**config.mk**
```make
export PLATFORM = sky130hd
export DESIGN_NAME = fa_str
export DESIGN_NICKNAME = d
export VERILOG_FILES = /design/src/rtl/fa_str.sv
export SDC_FILE = /design/constraint.sdc
export NUM_CORES = 1
export LEC_CHECK = 0
export ABC_AREA = 0
export CORE_AREA = 5 5 42 44
export DETAILED_ROUTE_END_ITERATION = 10
export DIE_AREA = 0 0 47 49
export MAX_ROUTING_LAYER = met4
export PLACE_DENSITY = 0.37
export RECOVER_POWER = 25
export SLEW_MARGIN = 0
export SYNTH_ARGS = -nofsm -noshare
export SYNTH_HDL_FRONTEND = slang
export SYNTH_SLANG_ARGS = --single-unit
```
**constraint.sdc**
```tcl
create_clock -name clk -period 1.37 [get_ports clk]
set_input_delay 0.137 -clock clk [delete_from_list [all_inputs] [get_ports clk]]
set_output_delay 0.137 -clock clk [all_outputs]
set_load 0.02 [all_outputs]
```
**src/rtl/fa_str.sv**
```systemverilog
// -----------------------------------------------------------------------------
// fa_str : structural 1-bit full adder with optional output registers and a
//          bit-serial carry-feedback mode.
//
// The adder core is built from gate primitives: two half adders plus an OR.
// In serial mode the carry-in comes from an internal carry register, so a
// multi-bit word can be added one bit per enabled cycle, LSB first.
//
// Parameters
//   REG_OUT  1 = S/Cout come from registers (1-cycle latency)
//            0 = S/Cout are the combinational core outputs (zero latency)
//
// Ports
//   clk     in   rising-edge clock
//   rst     in   synchronous active-high reset (priority over en)
//   en      in   register update enable; 0 holds every register
//   serial  in   1 = carry-in from internal carry register, C ignored
//   A, B    in   addend bits
//   C       in   carry-in in parallel mode
//   S_c     out  combinational core sum (always live)
//   Cout_c  out  combinational core carry (always live)
//   S       out  sum (registered when REG_OUT=1)
//   Cout    out  carry-out (registered when REG_OUT=1)
// -----------------------------------------------------------------------------
module fa_str #(
   parameter bit REG_OUT = 1'b1
) (
   input  logic clk,
   input  logic rst,
   input  logic en,
   input  logic serial,
   input  logic A,
   input  logic B,
   input  logic C,
   output logic S_c,
   output logic Cout_c,
   output logic S,
   output logic Cout
);

   logic r_carry;
   logic w_cin;
   logic w_p;
   logic w_g1;
   logic w_g2;

   // The mux fully masks C in serial mode, so an undriven C cannot leak
   // into the sum while a word is being added serially.
   assign w_cin = serial ? r_carry : C;

   // Half adder 1: propagate / generate from the addend bits.
   xor u_ha1_xor (w_p,  A, B);
   and u_ha1_and (w_g1, A, B);

   // Half adder 2: fold in the carry-in.
   xor u_ha2_xor (S_c,  w_p, w_cin);
   and u_ha2_and (w_g2, w_p, w_cin);

   // Carry out of the full adder.
   or  u_cout_or (Cout_c, w_g1, w_g2);

   // Carry register feeds the serial path; it is clocked in both output
   // modes so serial addition works with combinational outputs too.
   always_ff @(posedge clk) begin
      if (rst) begin
         r_carry <= 1'b0;
      end else if (en) begin
         r_carry <= Cout_c;
      end
   end

   generate
      if (REG_OUT) begin : g_reg_out
         logic r_s;
         logic r_cout;

         always_ff @(posedge clk) begin
            if (rst) begin
               r_s    <= 1'b0;
               r_cout <= 1'b0;
            end else if (en) begin
               r_s    <= S_c;
               r_cout <= Cout_c;
            end
         end

         assign S    = r_s;
         assign Cout = r_cout;
      end else begin : g_comb_out
         assign S    = S_c;
         assign Cout = Cout_c;
      end
   endgenerate

endmodule

```
* Word level (Yosys, flattened, before mapping) *
Index checks and enable logic that the tools add are counted.

word-level totals
  word-level logic and storage cells = 8
  output and inout bits = 4
  register bits after elaboration = 2
  bits of input ports = 7

cells by class
  multiplexer cells = 1
  bitwise logic cells = 5

operators by type and width
  operator           number
  1-bit AND          2
  1-bit bitwise XOR  2
  1-bit two-way mux  1
  1-bit bitwise OR   1

* Longest topological paths before layout *
  depth in word-level cells = 3
  mapped depth = 4
  depth with buffers taken out = 4

* Least setup slack after synthesis *
No wires, ideal clock.

  path kind = register to register
  start point = register, netlist name Cout
  end point = register g_reg_out.r_s, in the netlist S
  arrival time = 1,401 ps
  data required time = 1,255 ps
  setup time = 115 ps
  slack = -146 ps
  period minus slack after synthesis = 1,516 ps
  cell stages (with the launch flop) = 5
  path buffers = 0
  cells stage by stage = dfxtp_1 mux2_4 fa_1 mux2i_1 nor2_1

RTL lines
  what                  line  source
  to (signal assigned)  79    r_s <= 1'b0;
  to (signal assigned)  82    r_s <= S_c;
  to (decl)             74    logic r_s;

==> results.py <==
metrics = {
    "clock_network": {
        "cts-root-buf": "clkbuf_4",
        "ctsHoldBuffers": 0,
        "cts.sink_count": 2,
        "clk_latency_ps": 220,
        "cts_buffer_depth": 2,
        "cts_tree": "built",
        "clkTransAtPathRegs_ps": 30,
        "cts_max_level": 1,
        "cts_buffers": 3,
    },
    "worst_setup_path": {
        "cpLargestDelayFamily": "adder cells",
        "worstPathRequired_ps": 1230,
        "max_stage_delay_ps": 550,
        "worst_ep_arrival_time_ps": 1450,
        "path_max_fanout": 2,
        "worstSetupStartpointType": "flip-flop",
        "cp_cell_sequence": "mux2_4 > fa_2 > buf_6",
        "cp_slowest_cell": "fa_2",
        "path_buf_inv": 1,
        "end_kind": "output pin",
        "worstSetupPathType": "reg -> out",
    },
    "min_path": {
        "hold_class": "in -> reg",
    },
    "pwr": {
        "p_leak_nw": 0.1218,
        "power.density_mw_per_mm2": 1092,
        "peakVddDrop_mv": 0.3825,
    },
    "floorplan": {
        "die_w_um": 47,
        "num_rows": 14,
        "core_mm2": 0.001401,
        "initial_utilization_pct": 7.321,
        "die_h_um": 49,
        "io_pins": 11,
        "die_area_mm2": 0.002303,
    },
    "sta": {
        "final.period_utilization_pct": 116.2,
        "final-setup-viol-count": 2,
        "max_freq_mhz": 628.4,
        "hold_viol": 0,
        "drv_slew": 0,
        "worstMarginPinSlew_ps": 213.7,
        "whs_ps": 465.9,
        "skew_ps": 0.2410,
        "rsz0062_at_grt": "yes",
        "fin_crit_ps": 1591,
        "max_slew_margin_pct": 85.71,
        "setup_ws_ps": -221.4,
    },
    "global_routing": {
        "grt_most_used_layer": "met3",
        "grt_pass1_wl_um": 627,
        "track_usage_pct": 4.549,
        "grt_max_degree": 3,
        "antenna_found_initial": 0,
        "grt-ovfl-total": 0,
        "met2_usage_pct": 3.620,
        "globalRouteMet1Util_pct": 4.835,
        "met3_usage_pct": 5.904,
        "grt_pass1_vias": 142,
    },
    "drt": {
        "first_pass_iters": 1,
        "via_count": 117,
        "drt-initial-drc-count": 0,
        "ant_nets": 0,
        "wire_per_inst_um": 8.333,
        "routed_wl_um": 325,
        "drc": 0,
        "vias_per_cell": 3.000,
    },
    "yosys": {
        "synth.yosys.seq_area_share_pct": 39.02,
        "synth_cell_types": 5,
        "syn_nets": 16,
        "synth_seq_cells": 2,
        "synth_area_leaders": "dfxtp_1, fa_1, mux2i_1",
        "synth_top_area_share_pct": 39.02,
        "postSynthAreaPerCell_um2": 12.82,
        "yosys_warnings": 0,
        "yosysTopAreaCell": "dfxtp_1",
        "synth_area_um2": 102.6,
        "syn_inst": 8,
    },
    "cells_and_area": {
        "synthToLayoutAreaGrowth_pct": 159.8,
        "drive_above_1_share_pct": 43.48,
        "fill_cells": 161,
        "n_antenna_cell": 0,
        "layout.nets": 33,
    },
    "outcome": {
        "violations": "setup timing",
        "run_status": "finished, violations left",
    },
    "place": {
        "io_buffers": 10,
        "pre_cts_ws_ps": -850.5,
        "place_congestion": 0.6322,
    },
    "job": {
        "maxCapViolCount": 0,
    },
}
## cells in the mapped netlist
master   n
mux2_4   1
dfxtp_1  2
mux2i_1  2
nor2_1   2
fa_1     1
## cell type report
cell class | instances | area (um^2) | area share (%)
tap | 16 | 20.02 | 7.512
clock buffer | 3 | 22.52 | 8.451
multi-input combinational | 6 | 65.06 | 24.41
timing repair buffer | 12 | 117.6 | 44.13
sequential | 2 | 41.29 | 15.49
## layer usage
layer	share of wire (%)	wire length, um
met1	45	147
met4	0	0
met2	27	89
met5	0	0
met3	27	88
## flip-flops by register name, indices dropped and copies added (netlist names)
register / cells
S: 1
Cout: 1
## cells by family after synthesis
kind of cell | share of synthesized area [%]
adders and majority gates | 19.51
muxes | 34.14
DFF | 39.03
and+or+nand+nor | 7.320
## placed cells by master, fill, tap and decap left out
cell type and n:
buf_4 1, dlygate4sd2_1 3, mux2_4 1, mux2i_1 2, dfxtp_1 1, dfxtp_2 1
fa_2 1, clkdlybuf4s50_1 5, nor2_1 2, buf_6 3, clkbuf_4 3
## worst reg2reg max path: cells and delay by family, from the launching register on
family                     cells  cell delay [ps]
muxes                          2              390
adders and majority gates      1              360
DFF                            1              310
buffers and inverters          1              130
and+or+nand+nor                1               50
## path summary, 6_finish.rpt
kind         from  endpoint  slack (ps)  depth (start not counted)
min reg2reg     S         S         490                          2
min           rst         S         470                          2
max          Cout       S_c        -220                          3
max reg2reg  Cout      Cout          30                          5
## stage by stage
stage / cell area, um^2 / TNS, ps / cells / power (mW) / util [%]
final: 266.5 / -278.5 / 39 / 0.2909 / 19.02
after global routing: 266.5 / -430.9 / 39 / 0.3154 / 19.02
after CTS: 262.8 / -301.6 / 39 / 0.2983 / 18.75
after detailed placement: 234.0 / -2042 / 35 / 0.1587 / 16.70
after global placement: 234.0 / -1953 / 35 / 0.1566 / 16.70
after floorplan: 106.4 / -71.76 / 8 / 0.1097 / -
## report_power, final
part           total (mW)  switching, mW  internal, mW  leakage, nW
clock network       0.128         0.0318        0.0965       0.0138
registers          0.0666        0.00240        0.0642       0.0169
logic              0.0960         0.0393        0.0567       0.0912
## timing repair
item / in CTS / in global routing
resized for setup: 15 / 1
endpoints found under the setup margin: 5 / 4
pin swaps: 1 / 0
buffers inserted: 1 / 0
No activity file was read; power rests on OpenSTA's default activity.
==> variant, RTL diff (same flow settings) <==
Register the output `S`, with the module's reset; this adds one clock of latency there. The other outputs are not delayed to match. Comments in the files are not updated.
--- a/src/rtl/fa_str.sv
+++ b/src/rtl/fa_str.sv
@@ -37,6 +37,8 @@
    output logic S,
    output logic Cout
 );
+
+   logic S_d;
 
    logic r_carry;
    logic w_cin;
@@ -84,13 +86,21 @@
             end
          end
 
-         assign S    = r_s;
+         assign S_d  = r_s;
          assign Cout = r_cout;
       end else begin : g_comb_out
-         assign S    = S_c;
+         assign S_d  = S_c;
          assign Cout = Cout_c;
       end
    endgenerate
 
+   always_ff @(posedge clk) begin
+      if (rst) begin
+         S <= '0;
+      end else begin
+         S <= S_d;
+      end
+   end
+
 endmodule
 
Behaviour: not the same (a bounded check fails within 4 cycles, from zero or initial values and one cycle with rst high).
==> variant against the original RTL <==
  * The flow still finishes with violations (negative setup slack)
  * Routed wire length grew 14%
  * Global-route usage grew 0.36 points
  * Final area grew 12%
  * Total power grew 20%
  * Setup slack lost 22 ps
  * Sequential share of layout area grew 5.1 points
  * Register-to-register slack is essentially flat
  * Critical path depth grew 1
  * Clock skew grew 3.8 ps
  * Hold slack lost 9.0 ps
  * Synthesized area grew 26%
  * Sequential cell count grew 1
  * Critical endpoint unchanged
  * Largest power group unchanged
==> variant: results (changes against the original RTL) <==
Yosys:
- Counting instances in the post-synthesis netlist gives the leading cell types as sky130_fd_sc_hd__dfxtp_1, sky130_fd_sc_hd__mux2i_1, sky130_fd_sc_hd__nor2_1.
- The net count after synthesis is 18 (+2).
- By area the synthesized netlist is led by sky130_fd_sc_hd__dfxtp_1, sky130_fd_sc_hd__fa_1, sky130_fd_sc_hd__mux2i_1.
- The register area share after synthesis came to 46.6% (+7.6 points).
- The total of warnings raised by yosys is 0 (unchanged).
- The dominant synthesized flop cell is sky130_fd_sc_hd__dfxtp_1.
- The count of distinct cell types in the synthesized netlist is 6 (+1).
- The fraction of registers with async set or reset after synthesis is 0% (unchanged).

Run status:
- The run finished, with violations left.
- The final reports fail on negative setup slack.

Clock network:
- The buffer depth of the longest clock path is 2 (unchanged).
- After clock tree synthesis, the clock-pin slew on the worst setup and hold paths is 40 ps.
- The buffers inserted during post-CTS setup optimization is 0 (-1).
- The H-tree level count is 1 (unchanged).
- The buffer type at the clock tree root is sky130_fd_sc_hd__clkbuf_4.
- The clock reaches the later pin of the worst-skew pair after 230 ps.
- The post-cts repair resize count is 14 (-1).

Min path:
- The tightest min-delay check is of the reg2reg type.
- The cell depth of the worst hold path came to 1 (-1).
- The hold path endpoint is S$_SDFF_PP0_.
- The worst hold path begins at S_d$_SDFFE_PP0P_.

STA:
- The clock skew was 4.04 ps (+3.79 ps).
- The headroom to the max-slew limit was 85.6% (about the same).
- The final critical-path setup slack came to -244 ps (-22.2 ps).
- The final setup violation count is 2 (unchanged).
- The final-report hold violation count is 0 (unchanged).

Worst setup path:
- The launch point of the critical path is C.
- The reg-to-reg critical path startpoint is Cout$_SDFFE_PP0P_.
- The endpoint class of the critical path is an output pin.
- The depth of the most critical reg-to-reg path is 5 (unchanged).
- The flop-to-flop setup slack came to 30 ps (about the same).
- The data arrival at the endpoint of the critical path came to 1480 ps (+30 ps).
- The endpoint of the worst register-to-register path is Cout$_SDFFE_PP0P_.

Placement:
- The cell area reported after detailed placement is 268 um^2 (+14%).
- The count of buffers from port buffering came to 10 (unchanged).
- The post-placement setup slack is -856 ps (-5.94 ps).
- The weighted congestion at the end of routability-driven global placement is 0.669 (+5.8%).

Global route:
- The number of global-route vias before repair is 166 (+17%).
- The number of antenna violations at the first check in global routing is 0 (unchanged).
- The pin count of the biggest net entering global routing is 4 (+1).
- The global-route wire length before repair is 634 um (+1.1%).
- The global-route usage over all layers is 4.91% (+0.36 points).

Routing:
- The count of routing violations after the opening detailed-route iteration is 1 (+1).
- The number of vias after detailed routing was 131 (+12%).
- The number of iterations in the first detailed-routing pass is 2 (+1).
- The sum of routed wire length over all layers is 371 um (+14%).

Power:
- The leakage power is 0.132 nW (+8.3%).
- The maximum VDD drop is 200 uV (-48%).

Layout:
- The layout cell share with drive strength beyond 1 was 38.5% (-5.0 points).
- The count of inserted antenna diode cells was 0 (unchanged).
- The filler cell count is 161 (unchanged).
- The number of nets in the layout came to 35 (+6.1%).
variant: cell types whose count changed after synthesis, sizes merged:
cell   delta
dfxtp     +1
nor2b     +1
variant: power by group:
part / internal [mW] / leakage, nW / switching [mW] / total [mW]
clock: 0.109 / 0.0150 / 0.0472 / 0.156
combinational: 0.0564 / 0.0919 / 0.0382 / 0.0946
sequential: 0.0951 / 0.0250 / 0.00267 / 0.0977
variant: area by class of cell:
type	instances	area share, %
clock buffer	4	8.82
multi-input combinational	7	23.9
sequential	3	20.6
tap	16	6.72
timing repair buffer	12	39.9
variant: cells by family (layout without fill, tap and decap cells):
family                     Yosys count  after routing  synth area share [%]
muxes                                3              3                  27.2
DFF                                  3              3                  46.6
and+or+nand+nor                      3              3                  10.7
adders and majority gates            1              1                  15.5
buffers and inverters                0             16                     0
variant: metal layers:
layer	global-route usage (%)	share of wire, %	vias to the layer above
li1	-	-	65
met1	3.52	38	55
met2	5.20	34	11
met3	6.27	27	0
met4	5.53	0	0
met5	-	0	-
variant: critical path: stages:
cell	delay, ps
sky130_fd_sc_hd__clkdlybuf4s50_1	400
sky130_fd_sc_hd__mux2_4	270
sky130_fd_sc_hd__fa_2	550
sky130_fd_sc_hd__buf_6	120
variant: through the flow:
stage,utilization (%),std cells,hold WS [ps],setup TNS (ps)
CTS,21.0,42,461,-336
global placement,19.1,38,450,-2070
detailed placement,19.1,38,458,-2160
finish,21.3,42,457,-324
floorplan,-,10,202,-67.7
global route,21.3,42,485,-472
variant: worst max path at each step:
stage	to	slack [ps]	cells after the start
floorplan	S_d$_SDFFE_PP0P_	-70	4
global placement	S_c	-840	4
detailed placement	S_c	-860	4
CTS	S_c	-250	3
global route	S_c	-290	3
finish	S_c	-240	4
